==> config.mk <==
export PLATFORM = sky130hd
export DESIGN_NAME = dac_sample_buffer
export DESIGN_NICKNAME = d
export VERILOG_FILES = /design/src/rtl/dac_sample_buffer.sv
export SDC_FILE = /design/constraint.sdc
export NUM_CORES = 1
export LEC_CHECK = 0
export ABC_AREA = 1
export ABC_CLOCK_PERIOD_IN_PS = 5100
export CAP_MARGIN = 20
export CORE_UTILIZATION = 54
export DETAILED_ROUTE_END_ITERATION = 10
export MAX_ROUTING_LAYER = met4
export PLACE_DENSITY = 0.79
export SYNTH_ARGS = -nofsm -noshare
export SYNTH_HDL_FRONTEND = slang
export SYNTH_SLANG_ARGS = --single-unit
==> constraint.sdc <==
create_clock -name clk -period 5.1 [get_ports clk]
set_clock_uncertainty 0.2 [all_clocks]
set_input_delay 1.02 -clock clk [delete_from_list [all_inputs] [get_ports clk]]
set_output_delay 1.02 -clock clk [all_outputs]
set_load 0.02 [all_outputs]
==> src/rtl/dac_sample_buffer.sv <==
// Stereo sample FIFO ahead of dac_transmitter. It pops one pair per falling lrclk edge and mutes (underrun) when empty.
// Defining DAC_UNDERRUN_COUNT_EN adds a saturating underrun_count output.
module dac_sample_buffer #(
    parameter int WIDTH      = 24,
    parameter int DEPTH_LOG2 = 3
) (
    input  logic                clk,
    input  logic                nReset,
    input  logic                flush,
    input  logic [WIDTH-1:0]    in_left,
    input  logic [WIDTH-1:0]    in_right,
    input  logic                in_valid,
    output logic                in_ready,
    input  logic                lrclk,
    output logic [WIDTH-1:0]    left_data,
    output logic [WIDTH-1:0]    right_data,
    output logic [DEPTH_LOG2:0] fill_level,
    output logic                underrun
`ifdef DAC_UNDERRUN_COUNT_EN
    ,
    output logic [15:0]         underrun_count
`endif
);
    localparam int DEPTH = 1 << DEPTH_LOG2;
    localparam logic [DEPTH_LOG2:0] PTR_ONE = (DEPTH_LOG2 + 1)'(1);

    logic [WIDTH-1:0]    r_mem_l [DEPTH];
    logic [WIDTH-1:0]    r_mem_r [DEPTH];
    logic [DEPTH_LOG2:0] r_wr_ptr;
    logic [DEPTH_LOG2:0] r_rd_ptr;
    logic                r_lrclk_d;
    logic [WIDTH-1:0]    r_left;
    logic [WIDTH-1:0]    r_right;
    logic                r_underrun;

    logic w_empty;
    logic w_full;
    logic w_frame;
    logic w_push;
    logic w_pop;
    logic w_underrun_set;

    // Pointers carry one extra wrap bit: same index with differing MSB means full.
    assign w_empty = (r_wr_ptr == r_rd_ptr);
    assign w_full  = (r_wr_ptr[DEPTH_LOG2] != r_rd_ptr[DEPTH_LOG2]) &&
                     (r_wr_ptr[DEPTH_LOG2-1:0] == r_rd_ptr[DEPTH_LOG2-1:0]);

    assign w_frame        = r_lrclk_d && !lrclk;
    assign w_push         = in_valid && !w_full;
    assign w_pop          = w_frame && !w_empty;
    assign w_underrun_set = w_frame && w_empty;

    assign in_ready   = !w_full;
    assign fill_level = r_wr_ptr - r_rd_ptr;
    assign left_data  = r_left;
    assign right_data = r_right;
    assign underrun   = r_underrun;

    always_ff @(posedge clk) begin
        if (w_push && !flush) begin
            r_mem_l[r_wr_ptr[DEPTH_LOG2-1:0]] <= in_left;
            r_mem_r[r_wr_ptr[DEPTH_LOG2-1:0]] <= in_right;
        end
    end

    // An empty-FIFO push coinciding with a frame event cannot be popped:
    // emptiness is judged from registered pointers, so the frame mutes instead.
    always_ff @(posedge clk or negedge nReset) begin
        if (!nReset) begin
            r_wr_ptr   <= '0;
            r_rd_ptr   <= '0;
            r_lrclk_d  <= 1'b0;
            r_left     <= '0;
            r_right    <= '0;
            r_underrun <= 1'b0;
        end else if (flush) begin
            r_wr_ptr   <= '0;
            r_rd_ptr   <= '0;
            r_lrclk_d  <= 1'b0;
            r_left     <= '0;
            r_right    <= '0;
            r_underrun <= 1'b0;
        end else begin
            r_lrclk_d  <= lrclk;
            r_underrun <= w_underrun_set;
            if (w_push) begin
                r_wr_ptr <= r_wr_ptr + PTR_ONE;
            end
            if (w_pop) begin
                r_rd_ptr <= r_rd_ptr + PTR_ONE;
                r_left   <= r_mem_l[r_rd_ptr[DEPTH_LOG2-1:0]];
                r_right  <= r_mem_r[r_rd_ptr[DEPTH_LOG2-1:0]];
            end else if (w_frame) begin
                r_left  <= '0;
                r_right <= '0;
            end
        end
    end

`ifdef DAC_UNDERRUN_COUNT_EN
    logic [15:0] r_ur_cnt;

    always_ff @(posedge clk or negedge nReset) begin
        if (!nReset) begin
            r_ur_cnt <= '0;
        end else if (flush) begin
            r_ur_cnt <= '0;
        end else if (w_underrun_set && (r_ur_cnt != 16'hFFFF)) begin
            r_ur_cnt <= r_ur_cnt + 16'd1;
        end
    end

    assign underrun_count = r_ur_cnt;
`endif

endmodule

==> qor.yml, run 1 <==
detailed_routing:
  wl_met2_um: 20000
  vias: 12230
  drt-initial-drc-count: 1110
  ant_nets: 0
  wl_um: 40380
  route.detailed.drc: 0
  wl_met1_um: 16120
  drt-vias-per-instance: 5.433
  topRoutingLayerUsed: "met4"
  dr.pass1.iters: 5
  wl_met3_um: 3175
  drt-wirelength-per-cell_um: 17.95
synthesis:
  synthDistinctLibCells: 27
  yosys-top-cells-area: "edfxtp_1 (63%), nand2_1 (12%), dfrtp_1 (7.9%)"
  ys_ff_latch: 442
  yosys-top-cells-count: "nand2_1 (605), edfxtp_1 (384), nand3_1 (290)"
  synth_area_sq_um: 18350
  synth_edf_count: 384
  netlist_instances: 1676
  ys.flop_type: "edfxtp_1"
  yosysWarnings: 0
  netlist.area_leader.share_pct: 62.85
  syn-mean-instance-area_sq_um: 10.95
  synth.most_common_cell: "nand2_1"
  yosysTopAreaCell: "edfxtp_1"
  postSynthNetCount: 1735
  synthArstFlopShare_pct: 13.12
  synth_seq_area_share_pct: 70.76
floorplan:
  die_area_sq_um: 34720
  io_pins: 107
  fp.dieW_um: 186.3
  die_h_um: 186.3
  start_util_pct: 54.85
  core_sq_um: 33450
  row_count: 67
power:
  p_clk_share_pct: 41.9
  power.switching_w: 0.001598
  sequentialPowerShare_pct: 53.2
  ir_drop_mv: 0.2871
  switching_share_pct: 21.18
  p_per_area_nw_per_um2: 356.6
  leakage_nw: 8.771
  internal_power_w: 0.005947
  p_comb_share_pct: 4.9
sta:
  timing.fmax_mhz: 238.1
  period_needed_ns: 4.200
  maxSlewHeadroom_pct: 27.80
  worstMarginPinSlew_ns: 1.083
  slew_viol_final: 0
  period_share_pct: 82.36
  rsz0062_at_grt: "no"
  tns_ns: 0
  setup_viol: 0
  hold_ws_ns: 0.2801
  hold_violations: 0
placed_design:
  gp_congestion: 0.8202
  place_hpwl_um: 21720
  io_buffers: 106
grt:
  antenna_found_initial: 3
  grt-ovfl-total: 0
  grt_max_degree: 131
  grt_pass1_wl_um: 64100
  grt_pass1_vias: 12170
  track_usage_pct: 24.10
cts:
  postCtsSetupBuffers: 0
  tritoncts: "built"
  postCtsHoldBufs: 0
  clkTransAtPathRegs_ns: 0.06
  root_buffer: "clkbuf_16"
  cts_sinks: 442
  cts_buffer_depth: 3
  worstSkewPairLatency_ns: 0.55
  cts_resized: 0
  htree_levels: 2
  cts-buffers-inserted: 44
layout:
  syn2layout_area_growth_pct: 15.34
  final_nets: 1822
  drive_above_1_share_pct: 6.782
setup_path:
  cp_num_cells: 6
  crit_end: "fill_level[3]"
  r2r_slack_ns: 1.12
  cp_data_arrival_time_ns: 2.98
  crit_start: "r_rd_ptr[1]"
  max_stage_delay_ns: 0.62
  crit_family: "buffers and inverters"
  rr_startpoint: "r_rd_ptr[1]"
  r2r-end: "r_mem_r[3][14]"
  critPathLaunchType: "flip-flop"
  required_ns: 3.88
  rr_worst_depth: 10
  path_buf_inv: 2
  crit_chain: "inv_4 > ha_1 > nand2_1 > o21ai_0 > xor2_1 > clkdlybuf4s50_1"
  path_class: "reg -> out"
  critPathMaxFanout: 48
  crit_slowest_cell: "clkdlybuf4s50_1"
  endpoint_kind: "output pin"
worst_hold_path:
  hold_class: "reg -> reg"
run:
  cap_violations: 0
outcome:
  status: "completed"
## cell families (layout without fill, tap and decap cells)
family	after synthesis	count (layout)	synth area share, %
AND/OR/NAND/NOR	923	923	21.28
flip-flops	442	442	70.76
buffers and inverters	295	418	7.093
adder cells (fa/ha/maj)	6	6	0.4501
AO/OA/AOI/OAI	6	6	0.2251
XOR/XNOR	4	4	0.1910
other	0	3	0
## power by group through the flow
| stage | Combinational [W] | Clock, W | Sequential [W] |
|---|---|---|---|
| 2_1_floorplan | 0.000188 | 0 | 0.00410 |
| 3_3_place_gp | 0.000350 | 0 | 0.00409 |
| 3_5_place_dp | 0.000362 | 0 | 0.00409 |
| 4_1_cts | 0.000365 | 0.00319 | 0.00402 |
| 5_1_grt | 0.000407 | 0.00333 | 0.00402 |
| 6_report | 0.000368 | 0.00316 | 0.00402 |
## registers in the layout, summed over array words and instances (netlist names)
| name | count |
|---|---|
| left_data | 24 |
| r_mem_l | 192 |
| right_data | 24 |
| r_lrclk_d | 1 |
| r_mem_r | 192 |
| r_rd_ptr | 4 |
| underrun | 1 |
| r_wr_ptr | 4 |
## worst reg2reg max path: cells and delay by family (launching register included)
| family | cells | cell delay, ns |
|---|---|---|
| adders and majority gates | 1 | 0.38 |
| and+or+nand+nor | 6 | 1.48 |
| DFF | 1 | 0.61 |
| buffers and inverters | 3 | 1.00 |
## cells in the final DEF (no fill, tap or decap), types with 9 or more instances in the layout
| cell | count |
|---|---|
| nand3_1 | 290 |
| buf_4 | 20 |
| dfrtp_1 | 55 |
| clkbuf_1 | 9 |
| inv_1 | 201 |
| clkinv_2 | 10 |
| edfxtp_1 | 384 |
| nand2_1 | 605 |
| clkdlybuf4s50_1 | 105 |
| clkbuf_16 | 45 |
## final cells by class
class | instances | area (sq um)
Tap cell | 448 | 560.5
Timing Repair Buffer | 128 | 1269
Sequential cell | 442 | 12990
Inverter | 208 | 788.3
Clock inverter | 24 | 203.9
Antenna cell | 3 | 7.507
Clock buffer | 58 | 1215
Fill cell | 2425 | 12290
Multi-Input combinational cell | 939 | 4126
## metrics by stage
stage               instance area [sq um]  utilization [%]  power [W]  setup WS (ns)  cells
floorplan                           18350                -   0.004283         0.6086   1676
global placement                    19710            58.92   0.004439          1.249   2164
detailed placement                  19710            58.92   0.004453          1.189   2164
CTS                                 21130            63.16   0.007570         0.8966   2246
global route                        21160            63.27   0.007759         0.7068   2250
finish                              21160            63.27   0.007545         0.8996   2250
## metal layers
layer  vias up  GRT usage (%)
met5         -              -
met4         0          8.646
met3       102          3.611
met2       548          39.35
met1      5906          30.81
li1       5669              -
## how the worst min path moves through the flow
| stage | from | depth (start not counted) | to | slack [ns] |
|---|---|---|---|---|
| after floorplan | r_rd_ptr[3] | 2 | r_rd_ptr[3] | 0.35 |
| after global placement | right_data[7] | 2 | right_data[7] | 0.27 |
| after detailed placement | right_data[7] | 2 | right_data[7] | 0.27 |
| after CTS | left_data[4] | 2 | left_data[4] | 0.29 |
| after global routing | left_data[17] | 2 | left_data[17] | 0.30 |
| final | left_data[15] | 2 | left_data[15] | 0.28 |
Note: power is estimated with default switching activity, not from simulation.
==> run 2: changes to the inputs <==
- ABC_CLOCK_PERIOD_IN_PS: 5100 -> 4100
- CORE_UTILIZATION: 54 -> 55
- PLACE_DENSITY: 0.79 -> 0.77
- clock period: 5.1 -> 4.1 ns (I/O delays scaled with it)
==> qor.yml, run 2 (same netlist as run 1, synthesis figures left out) <==
outcome:
  status: "completed"
sta:
  setup_viol: 0
  period_needed_ns: 3.539
  rsz0062_at_grt: "no"
  hold_violations: 0
  slew_viol_final: 0
  worstMarginPinSlew_ns: 1.038
  period_share_pct: 86.31
  timing.fmax_mhz: 282.6
  setup_slack_ns: 0.5614
  maxSlewHeadroom_pct: 30.78
detailed_routing:
  drt-wirelength-per-cell_um: 18.41
  drt-vias-per-instance: 5.438
  drt-initial-drc-count: 1379
  wl_um: 41420
  dr.pass1.iters: 7
  vias: 12240
  route.detailed.drc: 0
  ant_nets: 0
floorplan:
  fp.dieW_um: 184.6
  die_area_sq_um: 34090
  start_util_pct: 56.10
  io_pins: 107
  core_sq_um: 32700
  row_count: 66
  die_h_um: 184.6
placed_design:
  gp_congestion: 0.8451
  placedInstanceArea_sq_um: 19800
  post-place-ws_ns: 0.8951
  place_hpwl_um: 22900
  dp_cells: 2166
  io_buffers: 106
layout:
  layout_commonest_cell: "nand2_1"
  syn2layout_area_growth_pct: 15.81
  final_cells: 2250
  final_area_sq_um: 21250
  drive_above_1_share_pct: 6.969
  final_nets: 1830
  post-route-util_pct: 64.97
  num_antenna_cells: 0
  final_cell_mix: "nand2_1 (605), edfxtp_1 (384), nand3_1 (290), inv_1 (201), clkdlybuf4s50_1 (105)"
grt:
  grt_pass1_wl_um: 65320
  antenna_found_initial: 0
  grt_max_degree: 197
  grt_pass1_vias: 12300
  grt-ovfl-total: 0
  track_usage_pct: 25.79
cts:
  htree_levels: 2
  postCtsSetupBuffers: 0
  cts_resized: 0
  cts_buffer_depth: 3
  postCtsHoldBufs: 0
  cts_sinks: 442
  cts-buffers-inserted: 45
  worstSkewPairLatency_ns: 0.54
  tritoncts: "built"
  root_buffer: "clkbuf_16"
  clkTransAtPathRegs_ns: 0.06
setup_path:
  crit_chain: "inv_4 > ha_1 > nand2_1 > o21ai_0 > xor2_1 > clkdlybuf4s50_1"
  cp_data_arrival_time_ns: 2.52
  endpoint_kind: "output pin"
  path_class: "reg -> out"
  crit_slowest_cell: "dfrtp_4"
  critPathLaunchType: "flip-flop"
  max_stage_delay_ns: 0.61
  required_ns: 3.08
  critPathMaxFanout: 18
  rr_worst_depth: 10
worst_hold_path:
  hold_class: "in -> async"
power:
  p_total_w: 0.009440
  leakage_nw: 8.820
  p_per_area_nw_per_um2: 444.3
  ir_drop_mv: 0.2816
run:
  cap_violations: 0
## run 2: cell types whose count changed in the layout (fill, tap and decap cells not counted), moves of 2 or more
cell and change:
buf_4 +5, clkinv_1 +5, clkinv_2 -4, buf_12 +3, diode_2 -3, clkbuf_16 +2
clkbuf_8 +2
## run 2: stage by stage
stage / hold slack [ns] / TNS [ns]
floorplan: 0.3244 / -75.15
global placement: 0.2635 / 0
detailed placement: 0.2643 / 0
CTS: 0.2370 / 0
global route: 0.2672 / 0
finish: 0.2121 / 0
## run 2: area by class of cell
| class | count | area, sq um |
|---|---|---|
| clock buffer | 62 | 1292 |
| clock inverter | 22 | 156.4 |
| fill | 2387 | 11450 |
| inverter | 208 | 788.3 |
| multi-input combinational | 939 | 4126 |
| sequential | 442 | 12990 |
| tap | 442 | 553.0 |
| timing repair buffer | 135 | 1339 |
## run 2: power by group
part / internal (W) / switching, W
Sequential: 0.00496 / 0.0000239
Clock: 0.00233 / 0.00165
Combinational: 0.000153 / 0.000320
Total: 0.00745 / 0.00199
## run 2: per-layer routing
metal  up-vias  track usage (%)  wire length, um
met5         -                -                0
met4         0            8.760              983
met3        88            3.260             2869
met2       528            42.60            20870
met1      5926            33.21            16690
li1       5694                -                -
## run 2: path summary, 6_finish.rpt
check                         startpoint        endpoint  slack [ns]
min reg2reg                left_data[15]   left_data[15]        0.28
max in group asynchronous         nReset     r_rd_ptr[0]        2.82
min                               nReset   left_data[14]        0.21
max reg2reg                  r_rd_ptr[1]  r_mem_l[6][20]        0.95
min in group clk           left_data[15]   left_data[15]        0.28
max                          r_rd_ptr[1]   fill_level[3]        0.56
## run 2: critical path: cells and delay by family (launching register included)
family                     cells  cell delay, ns
DFF                            1            0.61
AOI/OAI and AO/OA              1            0.19
and+or+nand+nor                1            0.06
buffers and inverters          2            0.66
adders and majority gates      1            0.30
xor gates and xnor gates       1            0.16
==> run 3: changes to the inputs <==
- CORE_MARGIN: not set -> 1.5
==> qor.yml, run 3 (same netlist as run 1, synthesis figures left out) <==
floorplan:
  core_sq_um: 32700
  row_count: 66
  die_area_sq_um: 34460
  fp.dieW_um: 185.6
  start_util_pct: 56.10
  io_pins: 107
  die_h_um: 185.6
setup_path:
  critPathMaxFanout: 34
  critPathLaunchType: "flip-flop"
  r2r_slack_ns: 0.81
  rr_worst_depth: 10
  path_class: "reg -> out"
  required_ns: 3.08
  r2r-end: "r_mem_r[2][22]"
  crit_start: "r_rd_ptr[1]"
  rr_startpoint: "r_rd_ptr[1]"
  cp_data_arrival_time_ns: 2.60
  crit_end: "fill_level[3]"
  endpoint_kind: "output pin"
detailed_routing:
  drt-initial-drc-count: 1259
  wl_met2_um: 19730
  wl_um: 40320
  topRoutingLayerUsed: "met4"
  wl_met1_um: 16450
  route.detailed.drc: 0
  dr.pass1.iters: 5
  drt-wirelength-per-cell_um: 17.95
  vias: 12120
  wl_met3_um: 3118
  drt-vias-per-instance: 5.397
  ant_nets: 0
layout:
  final_cells: 2246
  syn2layout_area_growth_pct: 15.65
  drive_above_1_share_pct: 6.611
  fillers: 2412
  multiInputGateArea_sq_um: 4126
  final_cell_mix: "nand2_1 (605), edfxtp_1 (384), nand3_1 (290), inv_1 (201), clkdlybuf4s50_1 (105)"
  regArea_sq_um: 12990
  layout_commonest_cell: "nand2_1"
  final_nets: 1825
cts:
  postCtsHoldBufs: 0
  cts_sinks: 442
  root_buffer: "clkbuf_16"
  postCtsSetupBuffers: 0
  htree_levels: 2
  cts_resized: 0
  cts-buffers-inserted: 44
  worstSkewPairLatency_ns: 0.53
  clkTransAtPathRegs_ns: 0.06
  cts_buffer_depth: 3
  tritoncts: "built"
power:
  switching_share_pct: 20.69
  p_per_area_nw_per_um2: 444.4
  p_comb_share_pct: 4.9
  p_clk_share_pct: 42.2
  leakage_nw: 8.791
  power.switching_w: 0.001950
  p_total_w: 0.009429
  internal_power_w: 0.007478
  sequentialPowerShare_pct: 52.9
  ir_drop_mv: 0.3348
run:
  cap_violations: 0
sta:
  hold_violations: 0
  period_share_pct: 88.37
  worstMarginPinSlew_ns: 1.125
  setup_viol: 0
  rsz0062_at_grt: "no"
  maxSlewHeadroom_pct: 24.98
  period_needed_ns: 3.623
  timing.fmax_mhz: 276.0
  slew_viol_final: 0
placed_design:
  gp_congestion: 0.8344
  dp_cells: 2162
  io_buffers: 106
  place_hpwl_um: 21330
grt:
  grt_pass1_wl_um: 63310
  track_usage_pct: 24.66
  grt_pass1_vias: 12060
  antenna_found_initial: 4
  grt_max_degree: 110
  grt-ovfl-total: 0
outcome:
  status: "completed"
worst_hold_path:
  hold_class: "in -> async"
run 3: cell count changes in the layout (fill, tap and decap cells not counted), moves of 2 or more:
| cell | delta |
|---|---|
| diode_2 | +4 |
| clkinv_1 | -6 |
| buf_4 | -5 |
| bufinv_16 | +2 |
| clkbuf_16 | -2 |
| clkbuf_1 | +5 |
run 3: metrics by stage:
| stage | setup TNS [ns] | setup WS, ns | utilization, % | hold WS (ns) | area [sq um] |
|---|---|---|---|---|---|
| 2_1_floorplan | -75.15 | -0.3914 | - | 0.3244 | 18360 |
| 3_3_place_gp | 0 | 0.8822 | 60.49 | 0.2632 | 19780 |
| 3_5_place_dp | 0 | 0.8116 | 60.49 | 0.2656 | 19780 |
| 4_1_cts | 0 | 0.4526 | 64.85 | 0.2373 | 21210 |
| 5_1_grt | 0 | 0.3494 | 64.88 | 0.2674 | 21220 |
| 6_report | 0 | 0.4768 | 64.88 | 0.2119 | 21220 |
run 3: worst max-delay path, stage by stage (launching register included):
cell             delay [ns]
dfrtp_4                0.48
inv_4                  0.32
ha_1                   0.34
nand2_1                0.08
o21ai_0                0.09
xor2_1                 0.14
clkdlybuf4s50_1        0.62
run 3: how the worst min path moves through the flow:
stage / from / to / cells past startpoint
detailed placement: left_data[15] / left_data[15] / 2
floorplan: nReset / left_data[0] / 0
global route: nReset / left_data[14] / 1
CTS: nReset / left_data[14] / 1
finish: nReset / left_data[14] / 1
global placement: left_data[16] / left_data[16] / 2
run 3: routing by layer:
layer,up-vias,track usage (%)
met1,5846,32.25
li1,5683,-
met5,-,-
met3,80,3.600
met4,0,8.677
met2,512,39.82
run 3: power groups by stage:
stage	logic, W	clock network, W	registers [W]
4_1_cts	0.000465	0.00402	0.00499
3_3_place_gp	0.000446	0	0.00508
6_report	0.000463	0.00398	0.00499
3_5_place_dp	0.000461	0	0.00508
2_1_floorplan	0.000234	0	0.00509
5_1_grt	0.000511	0.00420	0.00499
run 3: cell type report:
cell class | instances | share of cell area [%]
tap | 442 | 2.606
multi-input combinational | 939 | 19.45
sequential | 442 | 61.23
antenna | 4 | 0.04718
inverter | 208 | 3.715
clock buffer | 64 | 5.879
clock inverter | 16 | 0.8492
timing repair buffer | 131 | 6.227
